<file path="src/rtl/pipe_phy_cmd_responder_if.sv">
// MAC <-> PHY PIPE command/status bundle. The MAC drives requests and the PHY
// answers with status. master = MAC side, slave = PHY side.
interface pipe_phy_cmd_responder_if #(
  parameter int LANESNUMBER = 16
);
  logic [3:0]               PowerDown;
  logic [3:0]               Rate;
  logic [LANESNUMBER-1:0]   TxDetectRx_Loopback;
  logic [LANESNUMBER-1:0]   TxElecIdle;
  logic                     PclkChangeAck;
  logic                     PhyStatus;
  logic [3*LANESNUMBER-1:0] RxStatus;
  logic                     PclkChangeOk;
  logic [3:0]               CurPowerDown;
  logic [3:0]               CurRate;
  logic                     Busy;

  modport master (
    output PowerDown, Rate, TxDetectRx_Loopback, TxElecIdle, PclkChangeAck,
    input  PhyStatus, RxStatus, PclkChangeOk, CurPowerDown, CurRate, Busy
  );

  modport slave (
    input  PowerDown, Rate, TxDetectRx_Loopback, TxElecIdle, PclkChangeAck,
    output PhyStatus, RxStatus, PclkChangeOk, CurPowerDown, CurRate, Busy
  );
endinterface

</file>
<file path="src/rtl/pipe_phy_cmd_responder.sv">
// PHY-side PIPE command responder: acknowledges PowerDown, Rate and receiver
// detect requests from the MAC with PhyStatus/RxStatus/PclkChangeOk timing.
module pipe_phy_cmd_responder #(
  parameter int                     LANESNUMBER    = 16,
  parameter int                     PD_LATENCY     = 8,
  parameter int                     RATE_LATENCY   = 32,
  parameter int                     DETECT_LATENCY = 16,
  parameter logic [LANESNUMBER-1:0] RX_PRESENT     = {LANESNUMBER{1'b1}}
) (
  input  logic                          CLK,
  input  logic                          reset,
  pipe_phy_cmd_responder_if.slave       pipe,
  output logic [2:0]                    DbgState
);

  localparam int MAX_LAT_A = (PD_LATENCY > RATE_LATENCY) ? PD_LATENCY : RATE_LATENCY;
  localparam int MAX_LAT   = (MAX_LAT_A > DETECT_LATENCY) ? MAX_LAT_A : DETECT_LATENCY;
  localparam int CNT_W     = $clog2(MAX_LAT) + 1;

  localparam logic [CNT_W-1:0] PD_LAST     = CNT_W'(PD_LATENCY - 1);
  localparam logic [CNT_W-1:0] RATE_LAST   = CNT_W'(RATE_LATENCY - 1);
  localparam logic [CNT_W-1:0] DETECT_LAST = CNT_W'(DETECT_LATENCY - 1);

  typedef enum logic [2:0] {
    RST       = 3'd0,
    IDLE      = 3'd1,
    PD_WAIT   = 3'd2,
    RATE_WAIT = 3'd3,
    RATE_ACK  = 3'd4,
    DETECT    = 3'd5
  } state_t;

  state_t                   state;
  logic [CNT_W-1:0]         cnt;
  logic                     phyStatusQ;
  logic [3*LANESNUMBER-1:0] rxStatusQ;
  logic                     pclkOkQ;
  logic [3:0]               curPd;
  logic [3:0]               curRate;
  logic [3:0]               targetPd;
  logic [3:0]               targetRate;
  logic [3*LANESNUMBER-1:0] detectResult;

  logic pdMismatch;
  logic rateMismatch;
  logic detectReq;

  // Detect answer per lane: 3'b011 where a far-end receiver is present.
  for (genvar i = 0; i < LANESNUMBER; i++) begin : g_detect
    assign detectResult[3*i +: 3] = RX_PRESENT[i] ? 3'b011 : 3'b000;
  end

  assign pdMismatch   = (pipe.PowerDown != curPd);
  assign rateMismatch = (pipe.Rate != curRate) && (curPd == 4'd0);
  assign detectReq    = (|pipe.TxDetectRx_Loopback) && (&pipe.TxElecIdle) &&
                        (curPd == 4'd2);

  // PCLK handshake: PclkChangeOk rises after the rate latency and stays high
  // until PclkChangeAck is sampled high on a rising edge; the edge that samples
  // Ack drops Ok, pulses PhyStatus and commits CurRate together.
  always_ff @(posedge CLK or posedge reset) begin
    if (reset) begin
      state      <= RST;
      cnt        <= '0;
      phyStatusQ <= 1'b1;
      rxStatusQ  <= '0;
      pclkOkQ    <= 1'b0;
      curPd      <= 4'd2;
      curRate    <= 4'd0;
      targetPd   <= 4'd2;
      targetRate <= 4'd0;
    end else begin
      phyStatusQ <= 1'b0;
      rxStatusQ  <= '0;
      case (state)
        RST: begin
          if (cnt == PD_LAST) begin
            state <= IDLE;
            cnt   <= '0;
          end else begin
            cnt        <= cnt + 1'b1;
            phyStatusQ <= 1'b1;
          end
        end
        IDLE: begin
          cnt <= '0;
          if (pdMismatch) begin
            state    <= PD_WAIT;
            targetPd <= pipe.PowerDown;
          end else if (rateMismatch) begin
            state      <= RATE_WAIT;
            targetRate <= pipe.Rate;
          end else if (detectReq) begin
            state <= DETECT;
          end
        end
        PD_WAIT: begin
          if (cnt == PD_LAST) begin
            phyStatusQ <= 1'b1;
            curPd      <= targetPd;
            state      <= IDLE;
            cnt        <= '0;
          end else begin
            cnt <= cnt + 1'b1;
          end
        end
        RATE_WAIT: begin
          if (cnt == RATE_LAST) begin
            pclkOkQ <= 1'b1;
            state   <= RATE_ACK;
            cnt     <= '0;
          end else begin
            cnt <= cnt + 1'b1;
          end
        end
        RATE_ACK: begin
          if (pipe.PclkChangeAck) begin
            pclkOkQ    <= 1'b0;
            phyStatusQ <= 1'b1;
            curRate    <= targetRate;
            state      <= IDLE;
            cnt        <= '0;
          end
        end
        DETECT: begin
          if (cnt == DETECT_LAST) begin
            phyStatusQ <= 1'b1;
            rxStatusQ  <= detectResult;
            state      <= IDLE;
            cnt        <= '0;
          end else begin
            cnt <= cnt + 1'b1;
          end
        end
        default: begin
          state <= RST;
          cnt   <= '0;
        end
      endcase
    end
  end

  assign pipe.PhyStatus    = phyStatusQ;
  assign pipe.RxStatus     = rxStatusQ;
  assign pipe.PclkChangeOk = pclkOkQ;
  assign pipe.CurPowerDown = curPd;
  assign pipe.CurRate      = curRate;
  assign pipe.Busy         = (state != IDLE);
  assign DbgState          = state;

endmodule

</file>
<file path="src/flat_wrapper.sv">
// flat-port wrapper written by rule: the top's interface ports become plain ports
module pipe_phy_cmd_responder_flat 
#(
  parameter int                     LANESNUMBER    = 16,
  parameter int                     PD_LATENCY     = 8,
  parameter int                     RATE_LATENCY   = 32,
  parameter int                     DETECT_LATENCY = 16,
  parameter logic [LANESNUMBER-1:0] RX_PRESENT     = {LANESNUMBER{1'b1}}
)
  (CLK, reset, DbgState, pipe_PowerDown, pipe_Rate, pipe_TxDetectRx_Loopback, pipe_TxElecIdle, pipe_PclkChangeAck, pipe_PhyStatus, pipe_RxStatus, pipe_PclkChangeOk, pipe_CurPowerDown, pipe_CurRate, pipe_Busy);
  pipe_phy_cmd_responder_if #(.LANESNUMBER(LANESNUMBER)) pipe_i ();
  input  logic CLK;
  input  logic reset;
  output logic [2:0] DbgState;
  input wire logic [$bits(pipe_i.PowerDown)-1:0] pipe_PowerDown;
  input wire logic [$bits(pipe_i.Rate)-1:0] pipe_Rate;
  input wire logic [$bits(pipe_i.TxDetectRx_Loopback)-1:0] pipe_TxDetectRx_Loopback;
  input wire logic [$bits(pipe_i.TxElecIdle)-1:0] pipe_TxElecIdle;
  input wire logic [$bits(pipe_i.PclkChangeAck)-1:0] pipe_PclkChangeAck;
  output wire logic [$bits(pipe_i.PhyStatus)-1:0] pipe_PhyStatus;
  output wire logic [$bits(pipe_i.RxStatus)-1:0] pipe_RxStatus;
  output wire logic [$bits(pipe_i.PclkChangeOk)-1:0] pipe_PclkChangeOk;
  output wire logic [$bits(pipe_i.CurPowerDown)-1:0] pipe_CurPowerDown;
  output wire logic [$bits(pipe_i.CurRate)-1:0] pipe_CurRate;
  output wire logic [$bits(pipe_i.Busy)-1:0] pipe_Busy;
  assign pipe_i.PowerDown = pipe_PowerDown;
  assign pipe_i.Rate = pipe_Rate;
  assign pipe_i.TxDetectRx_Loopback = pipe_TxDetectRx_Loopback;
  assign pipe_i.TxElecIdle = pipe_TxElecIdle;
  assign pipe_i.PclkChangeAck = pipe_PclkChangeAck;
  assign pipe_PhyStatus = pipe_i.PhyStatus;
  assign pipe_RxStatus = pipe_i.RxStatus;
  assign pipe_PclkChangeOk = pipe_i.PclkChangeOk;
  assign pipe_CurPowerDown = pipe_i.CurPowerDown;
  assign pipe_CurRate = pipe_i.CurRate;
  assign pipe_Busy = pipe_i.Busy;
  pipe_phy_cmd_responder #(.LANESNUMBER(LANESNUMBER), .PD_LATENCY(PD_LATENCY), .RATE_LATENCY(RATE_LATENCY), .DETECT_LATENCY(DETECT_LATENCY), .RX_PRESENT(RX_PRESENT)) u_core (.CLK(CLK), .reset(reset), .pipe(pipe_i), .DbgState(DbgState));
endmodule
</file>
<file path="config.mk">
export PLATFORM = sky130hd
export DESIGN_NAME = pipe_phy_cmd_responder_flat
export DESIGN_NICKNAME = d
export VERILOG_FILES = /design/src/rtl/pipe_phy_cmd_responder_if.sv /design/src/rtl/pipe_phy_cmd_responder.sv /design/src/flat_wrapper.sv
export SDC_FILE = /design/constraint.sdc
export NUM_CORES = 1
export LEC_CHECK = 0
export CAP_MARGIN = 10
export CORE_MARGIN = 5
export CORE_UTILIZATION = 39
export CTS_CLUSTER_DIAMETER = 50
export CTS_CLUSTER_SIZE = 28
export DETAILED_ROUTE_END_ITERATION = 6
export PLACE_DENSITY = 0.87
export SYNTH_ARGS = -nofsm -noshare
export SYNTH_HDL_FRONTEND = slang
export SYNTH_SLANG_ARGS = --single-unit
export TNS_END_PERCENT = 5
</file>
<file path="constraint.sdc">
create_clock -name CLK -period 1.9 [get_ports CLK]
set_input_delay 0.38 -clock CLK [delete_from_list [all_inputs] [get_ports CLK]]
set_output_delay 0.38 -clock CLK [all_outputs]
set_load 0.02 [all_outputs]
</file>
After elaboration in Yosys (flattened, before gate mapping) --
Cells that the tools add are included.
Word-level totals: flip-flop bits (word level) 75, input bits 43, output and inout bits 62, word-level logic and storage cells 66
Cells by class: add/subtract/negate cells 1, equal/unequal tests 17, multiplexer cells 23, bitwise logic cells 1, reductions and logical operators 15
Operators by type and width (number):
- two-way mux 48 bit | 1
- two-way mux 47 bit | 1
- two-way mux 6 bit | 4
- one-hot mux 6 bit (4 select lines) | 1
- two-way mux 3 bit | 7
- AND reduction 16 bit | 1
- OR reduction 16 bit | 1
- one-hot mux 3 bit (5 select lines) | 1
- inequality test 4 bit | 2
- adder 6 x 1 -> 6 bit, second input constant | 1
- == test 3 x 2 -> 1 bit, second input constant | 2
- == test 3 bit, second input constant | 2
- == test 6 x 3 -> 1 bit, second input constant | 1
- == test 6 x 4 -> 1 bit, second input constant | 1
- == test 6 x 5 -> 1 bit, second input constant | 1
- two-way mux 1 bit | 6
- inequality test 2 x 1 -> 1 bit, second input constant | 3
- AND reduction 2 bit | 3
- AND reduction 3 bit | 2
- AND reduction 5 bit | 1
- == test 4 x 2 -> 1 bit, second input constant | 1
- zero test 4 bit | 1
- inequality test 4 x 1 -> 1 bit, second input constant | 1
- one-hot mux 1 bit (4 select lines) | 1
- other kinds (9) | 11

Logic depth before layout (Yosys ltp) --
depth in word-level cells 7, gate-level depth with buffers 5

Worst setup path after synthesis --
OpenSTA, ideal clock, no wires.
path kind flip-flop to flip-flop, from register u_core.state[0] (netlist: u_core.DbgState[0]), to register u_core.targetRate[1], data arrival time 1.632 ns, required time 1.775 ns, setup slack 0.143 ns, stages on the path, launching flop included 6, path buffers 0, cells stage by stage dfrtp_1 -> nor2b_1 -> and2b_1 -> inv_1 -> nor3_2 -> mux2_2
On the way: longest elaborated chain between the ends 2
Ends and longest elaborated chain:
- start, declared | RTL line pipe_phy_cmd_responder.sv:33 | state_t state;
- start signal, assigned | RTL line pipe_phy_cmd_responder.sv:63 | state <= RST;
- start signal, assigned | RTL line pipe_phy_cmd_responder.sv:78 | state <= IDLE;
- start signal, assigned | RTL line pipe_phy_cmd_responder.sv:88 | state <= PD_WAIT;
- == test 3 x 1 -> 1 bit | RTL line pipe_phy_cmd_responder.sv:75 | case (state)
- AND reduction 3 bit (no line)
- end signal, assigned | RTL line pipe_phy_cmd_responder.sv:92 | targetRate <= pipe.Rate;
- end, declared | RTL line pipe_phy_cmd_responder.sv:41 | logic [3:0] targetRate;
No other way between the ends. A chain may end at the register's enable or synchronous reset.

Worst setup path in the final report --
from register u_core.curPd[1] (netlist: u_core.pipe.CurPowerDown[1]), to output port pipe_CurPowerDown[1]
RTL lines:
- start, declared | RTL line pipe_phy_cmd_responder.sv:38 | logic [3:0] curPd;
- start signal, assigned | RTL line pipe_phy_cmd_responder.sv:100 | curPd <= targetPd;
- end, declared | RTL line flat_wrapper.sv:23 | output wire logic [$bits(pipe_i.CurPowerDown)-1:0] pipe_CurPowerDown;
No word-level cell between the ends.

==> flow_summary_export.csv <==
group,metric,value,unit
outcome,status,"completed",
setup_path,endpoint_kind,"output port",
route,first_pass_iters,4,
timing,maxSlewViolCount,0,
setup_path,crit_type,"reg -> out",
logic_synthesis,synth_area_leaders,"dfrtp_1 (32%), buf_4 (18%), mux2_2 (7.6%), dfstp_2 (4.1%), nor4_1 (2.6%)",
logic_synthesis,synth_cells,195,
die,coreArea,0.00479,mm²
layout,layout_common_cells,"clkdlybuf4s50_1 (83), dfrtp_1 (25), buf_4 (21)",
setup_path,crit_arrival,1.47,ns
power_and_ir_drop,p_leak,1.24,nW
timing,fmax,542,MHz
placement,place_congestion,0.845,
power_and_ir_drop,power_density,916,mW/mm²
logic_synthesis,synth_cell_types,43,
logic_synthesis,yosys_warnings,0,
layout,fin_nets,316,
route,vias,1617,
die,die_x,80.5,µm
route,drc,0,
cts,worstSkewPairLatency,0.28,ns
logic_synthesis,synth_edf_count,0,
route,drtAntennaViolNets,0,
timing,setup_viol,0,
timing,period_share,97.2,%
layout,drive_gt1_share,18.8,%
global_routing,grt_pass1_wl,7270,µm
logic_synthesis,yosysTopAreaCell,"dfrtp_1",
cts,cts_tree,"built",
die,die_h,80.5,µm
logic_synthesis,syn_avg_cell_area,9.93,µm²
setup_path,critPathMaxStageDelay,0.61,ns
setup_path,path_max_fanout,5,
timing,finalCriticalPeriod,1.85,ns
layout,fillCellCount,411,
timing,hold_violations,0,
placement,hpwlAfterDp,3810,µm
setup_path,crit_required,1.52,ns
layout,layout_commonest_cell,"clkdlybuf4s50_1",
logic_synthesis,async_flop_share,100,%
global_routing,grt_pass1_vias,1665,
logic_synthesis,synth_top_area_share,32.3,%
setup_path,worstPathBufferInverterCount,1,
logic_synthesis,seq_area_frac_synth,36.4,%
layout,num_antenna_cells,0,
cts,clockBufferDepth,2,
route,via_per_inst,4.78,
die,pin_count,105,
timing,holdWs,0.460,ns
global_routing,grt_usage,14.3,%
placement,place_inst,333,
die,dieArea,0.00647,mm²
logic_synthesis,syn_area,0.00194,mm²
global_routing,grt_remaining_overflow,0,
cts,numCtsBuffers,3,
setup_path,critPathSlowestCell,"clkdlybuf4s50_1",
flow_run,drv_cap,0,
setup_path,startpoint_type,"flop",
cts,cts_htree_levels,1,
layout,final_cells,338,
placement,numPortBuffers,88,
min_path,min_path_type,"in -> async",
die,start_util,40.4,%
setup_path,rrSetupSlack,0.10,ns
die,rows,25,
setup_path,r2r_cells,5,
setup_path,r2r-start,"u_core.cnt[0]",
global_routing,antenna_found_initial,0,
layout,multi_input_area,886,µm²
timing,fin_skew,0.00518,ns
cts,path_clk_slew,0.10,ns
route,drtIter0Drc,93,
global_routing,grt_max_degree,33,
route,wirelength,4770,µm
logic_synthesis,ys_ff_latch,28,
logic_synthesis,synthFlopType,"dfrtp_1",
setup_path,critical_path.top_delay_family,"buffers and inverters",
layout,regArea,704,µm²
setup_path,r2r_end,"u_core.cnt[1]",
power_and_ir_drop,ir_worst_vdd,0.540,mV
setup_path,crit_chain,"clkdlybuf4s50_1",
cts,clock-sinks,28,
layout,syn2layout_area_growth,46.3,%
cts,root_buffer,"clkbuf_8",
route,wire_per_inst,14.1,µm
==> per-layer routing <==
layer / routed length, µm / GRT usage [%] / vias to the layer above
li1: - / - / 781
met5: 0 / 0 / -
met3: 504 / 4.15 / 2
met2: 2400 / 27.1 / 85
met4: 27 / 3.04 / 0
met1: 1840 / 15.5 / 749
==> report_power, final <==
| part | switching [mW] | internal (mW) |
|---|---|---|
| registers | 0.121 | 0.787 |
| logic | 0.582 | 0.633 |
| clock network | 0.189 | 0.282 |
==> stage by stage <==
step                      setup WS (ns)  power (mW)  util, %  TNS [ns]  instance area (µm²)
final                            0.0536        2.59     59.2         0                 2830
after global placement           -0.100        2.09     57.2    -0.389                 2740
after global routing            -0.0134        2.74     59.2   -0.0342                 2830
after CTS                      0.000755        2.60     58.7         0                 2810
after floorplan                   0.143        1.64        -         0                 1990
after detailed placement         -0.187        2.13     57.2     -1.02                 2740
==> worst max path at each step <==
stage,end,slack [ns],from,cells after the start
after detailed placement,u_core.targetRate[1],-0.19,pipe_PowerDown[2],5
after global routing,u_core.targetRate[1],-0.01,u_core.pipe.CurPowerDown[0],6
after global placement,u_core.targetRate[1],-0.10,pipe_Rate[0],5
after floorplan,u_core.targetRate[1],0.14,u_core.DbgState[0],5
final,pipe_CurPowerDown[1],0.05,u_core.pipe.CurPowerDown[1],1
after CTS,u_core.targetRate[1],0.0008,u_core.pipe.CurPowerDown[0],5
==> layout make-up <==
cell class / instances / share of cell area (%)
Clock buffer: 3 / 1.46
Clock inverter: 1 / 1.06
Inverter: 5 / 0.663
Multi-Input combinational cell: 124 / 31.3
Sequential cell: 28 / 24.9
Tap cell: 67 / 2.96
Timing Repair Buffer: 110 / 37.7
==> cells in the mapped netlist, types with 4 or more instances <==
library cell	instances
a21oi_1	4
buf_2	5
buf_4	47
dfrtp_1	25
inv_1	5
mux2_2	13
nand2_1	12
nand3_1	6
nand4_1	5
nor2_1	9
nor4_1	8
xnor2_1	4
xor2_1	4
==> kinds of logic after synthesis <==
family | Yosys count | synth area share [%]
AO/OA/AOI/OAI | 22 | 9.24
XOR/XNOR | 8 | 3.62
adder cells (fa/ha/maj) | 1 | 0.646
buffers and inverters | 58 | 21.1
flip-flops | 28 | 36.4
multiplexers | 16 | 9.31
other | 1 | 0.194
AND/OR/NAND/NOR | 61 | 19.5
==> worst register-to-register path, cell delays in order, from the launching register on <==
cell	delay, ns
dfrtp_1	0.40
ha_1	0.31
and3_1	0.24
a21oi_1	0.10
or3_4	0.40
a22o_1	0.24
==> repair_timing <==
| action | 4_1_cts | 5_1_grt |
|---|---|---|
| pin swaps | 0 | 1 |
| hold buffers | 0 | 0 |
| setup endpoints to repair | 1 | 12 |
| gates resized for setup | 1 | 5 |
| setup buffers | 0 | 1 |
==> flip-flops by register name (all words and copies together) (netlist names) <==
signal                    cells
u_core.pipe.CurPowerDown      4
u_core.pipe.CurRate           4
u_core.pipe.PhyStatus         1
u_core.pipe.RxStatus          1
u_core.pipe.PclkChangeOk      1
u_core.targetPd               4
u_core.DbgState               3
u_core.targetRate             4
u_core.cnt                    6
(Power assumes the default switching activity.)
==> variant, RTL diff (config.mk and constraints unchanged) <==
Reset style: synchronous (`reset`), changed in one clocked block.
--- a/src/rtl/pipe_phy_cmd_responder.sv
+++ b/src/rtl/pipe_phy_cmd_responder.sv
@@ -58,7 +58,7 @@
   // PCLK handshake: PclkChangeOk rises after the rate latency and stays high
   // until PclkChangeAck is sampled high on a rising edge; the edge that samples
   // Ack drops Ok, pulses PhyStatus and commits CurRate together.
-  always_ff @(posedge CLK or posedge reset) begin
+  always_ff @(posedge CLK) begin
     if (reset) begin
       state      <= RST;
       cnt        <= '0;
Behaviour: differs if reset is asserted again (counterexample within 10 cycles, from zero or initial values and one cycle with reset high); with reset held inactive, the same outputs for 10 cycles.
==> variant against the original RTL <==
  * The run now ends with negative setup slack left
  * Sequential cell count unchanged
  * Worst setup slack worse by 0.059 ns
  * Routed wire length up 0.96%
  * Global-route usage up 0.72 points
  * Count of clock-buffer cells in the layout up 1
  * Design area down 1.2%
  * Total power down 21%
  * Non-clock buffer count up 4
  * Area after synthesis down 4.5%
  * Critical endpoint is now u_core.DbgState[2]
  * Largest cell class unchanged
==> variant: results (changes against the original RTL) <==
Status -> finished with violations
Violated checks -> negative setup slack
Setup bufs post-CTS -> 1 (+1)
Share of total power in combinational logic -> 47.5% (+0.7 points)
Final WS setup -> -0.00552 ns (-0.0591 ns)
Fin Setup TNS -> -0.00552 ns (-0.00552 ns)
Number of multi-input combinational cells -> 146 (+18%)
Data arrival time at the worst-slack endpoint -> 2.08 ns (+0.61 ns)
# setup viols final -> 1 (+1)
Relative area of clock buffers and inverters in the final design -> 1.97% (-0.55 points)
Worst-case vdd ir drop -> 0.544 mV (+0.76%)
Portion of the post-synthesis area used by sequential elements -> 30.3% (-6.1 points)
Fraction of layout cells with a size suffix above 1 -> 16.6% (-2.3 points)
Worst slack after detailed placement -> -0.428 ns (-0.241 ns)
Synth Flop Type -> dfxtp_1
Non-clock buffer instance count of the final layout -> 114 (+3.6%)
Register cell area after layout -> 563 um2 (-20%)
Share of synthesized flip-flops with an asynchronous set or reset -> 0% (-100 points)
Total GRT Usage -> 15.0% (+0.72 points)
Number of non-clock inverters -> 4 (-1)
Detailed Route WL -> 4820 um (+0.96%)
Unique cell type count in the Yosys netlist -> 41 (-4.7%)
Synth Register Bits -> 28 (unchanged)
Cell family with the largest share of critical-path delay -> simple AND/OR/NAND/NOR gates
Clock skew after layout -> 0.00235 ns (-0.00284 ns)
Lkg Pwr -> 1.59 nW (+28%)
Combinational group power -> 0.972 mW (-20%)
Crit Path Max Fanout -> 3 (-2)
Clock latency of the later-clocked register in the worst-skew pair -> 0.28 ns (about the same)
Number of fill cells in the layout -> 419 (+1.9%)
Via count of the first global-routing pass -> 1646 (-1.1%)
Routability-driven placement congestion ratio -> 0.865 (+2.4%)
Slowest stage cell on the critical path -> or4_4
Count of routing violations after the opening detailed-route iteration -> 84 (-9.7%)
Total number of nets in the final design -> 341 (+7.9%)
Half-perimeter wire length after placement -> 3850 um (+1.1%)
Clk_buf instances -> 4 (+1)
Post-Place Cell Area -> 2670 um2 (-2.6%)
Number of vias after detailed routing -> 1710 (+5.8%)
Data-path buffer share of cell area in the final layout -> 40.2% (+2.5 points)
Tap Cells -> 54 (-19%)
Multi-input gate area in the final layout -> 971 um2 (+9.6%)
Synthesized instance count -> 216 (+11%)
Max incr delay on CP -> 0.48 ns (-0.13 ns)
Worst hold-check path type -> reg -> reg
Commonest cells in the netlist -> buf_4, dfxtp_1, nor2_1
Post-cts sizing count -> 15 (+14)
Vias per inst -> 4.89 (+2.1%)
Fraction of area in registers -> 20.1% (-4.7 points)
Clock network power share -> 18.2% (about the same)
Net switching share of the total power -> 35.1% (+0.66 points)
Dpl cells -> 345 (+3.6%)
Top cells by area in the synthesized netlist -> dfxtp_1, buf_4, mux2i_1
Wire length of the first global-routing pass -> 7550 um (+3.8%)
First-pass iteration count of the detailed router -> 3 (-1)
-- variant: routing by layer --
layer  GRT usage, %  part of all wire [%]  up-vias
met2           28.4                    51       68
li1               -                     -      852
met4           4.64                   1.2        0
met1           16.6                    39      783
met5              0                     0        -
met3           3.06                   8.8        7
-- variant: path summary, 6_finish.rpt --
path / from / slack (ns) / cells past startpoint / to
setup / recovery: pipe_PowerDown[1] / -0.006 / 6 / u_core.DbgState[2]
hold / removal: u_core.targetPd[1] / 0.49 / 2 / u_core.pipe.CurPowerDown[1]
setup reg to reg: u_core.cnt[0] / 0 / 6 / u_core.DbgState[2]
hold reg to reg: u_core.targetPd[1] / 0.49 / 2 / u_core.pipe.CurPowerDown[1]
-- variant: logic make-up after synthesis --
kind of cell    count (synthesis)  share of synthesized area, %
simple gates                   74                          22.5
buf+inv                        57                          21.2
compound gates                 31                          12.6
flops                          28                          30.3
mux                            16                          8.66
xor+xnor                        8                          3.79
fa+ha+maj                       1                         0.676
other cells                     1                         0.203
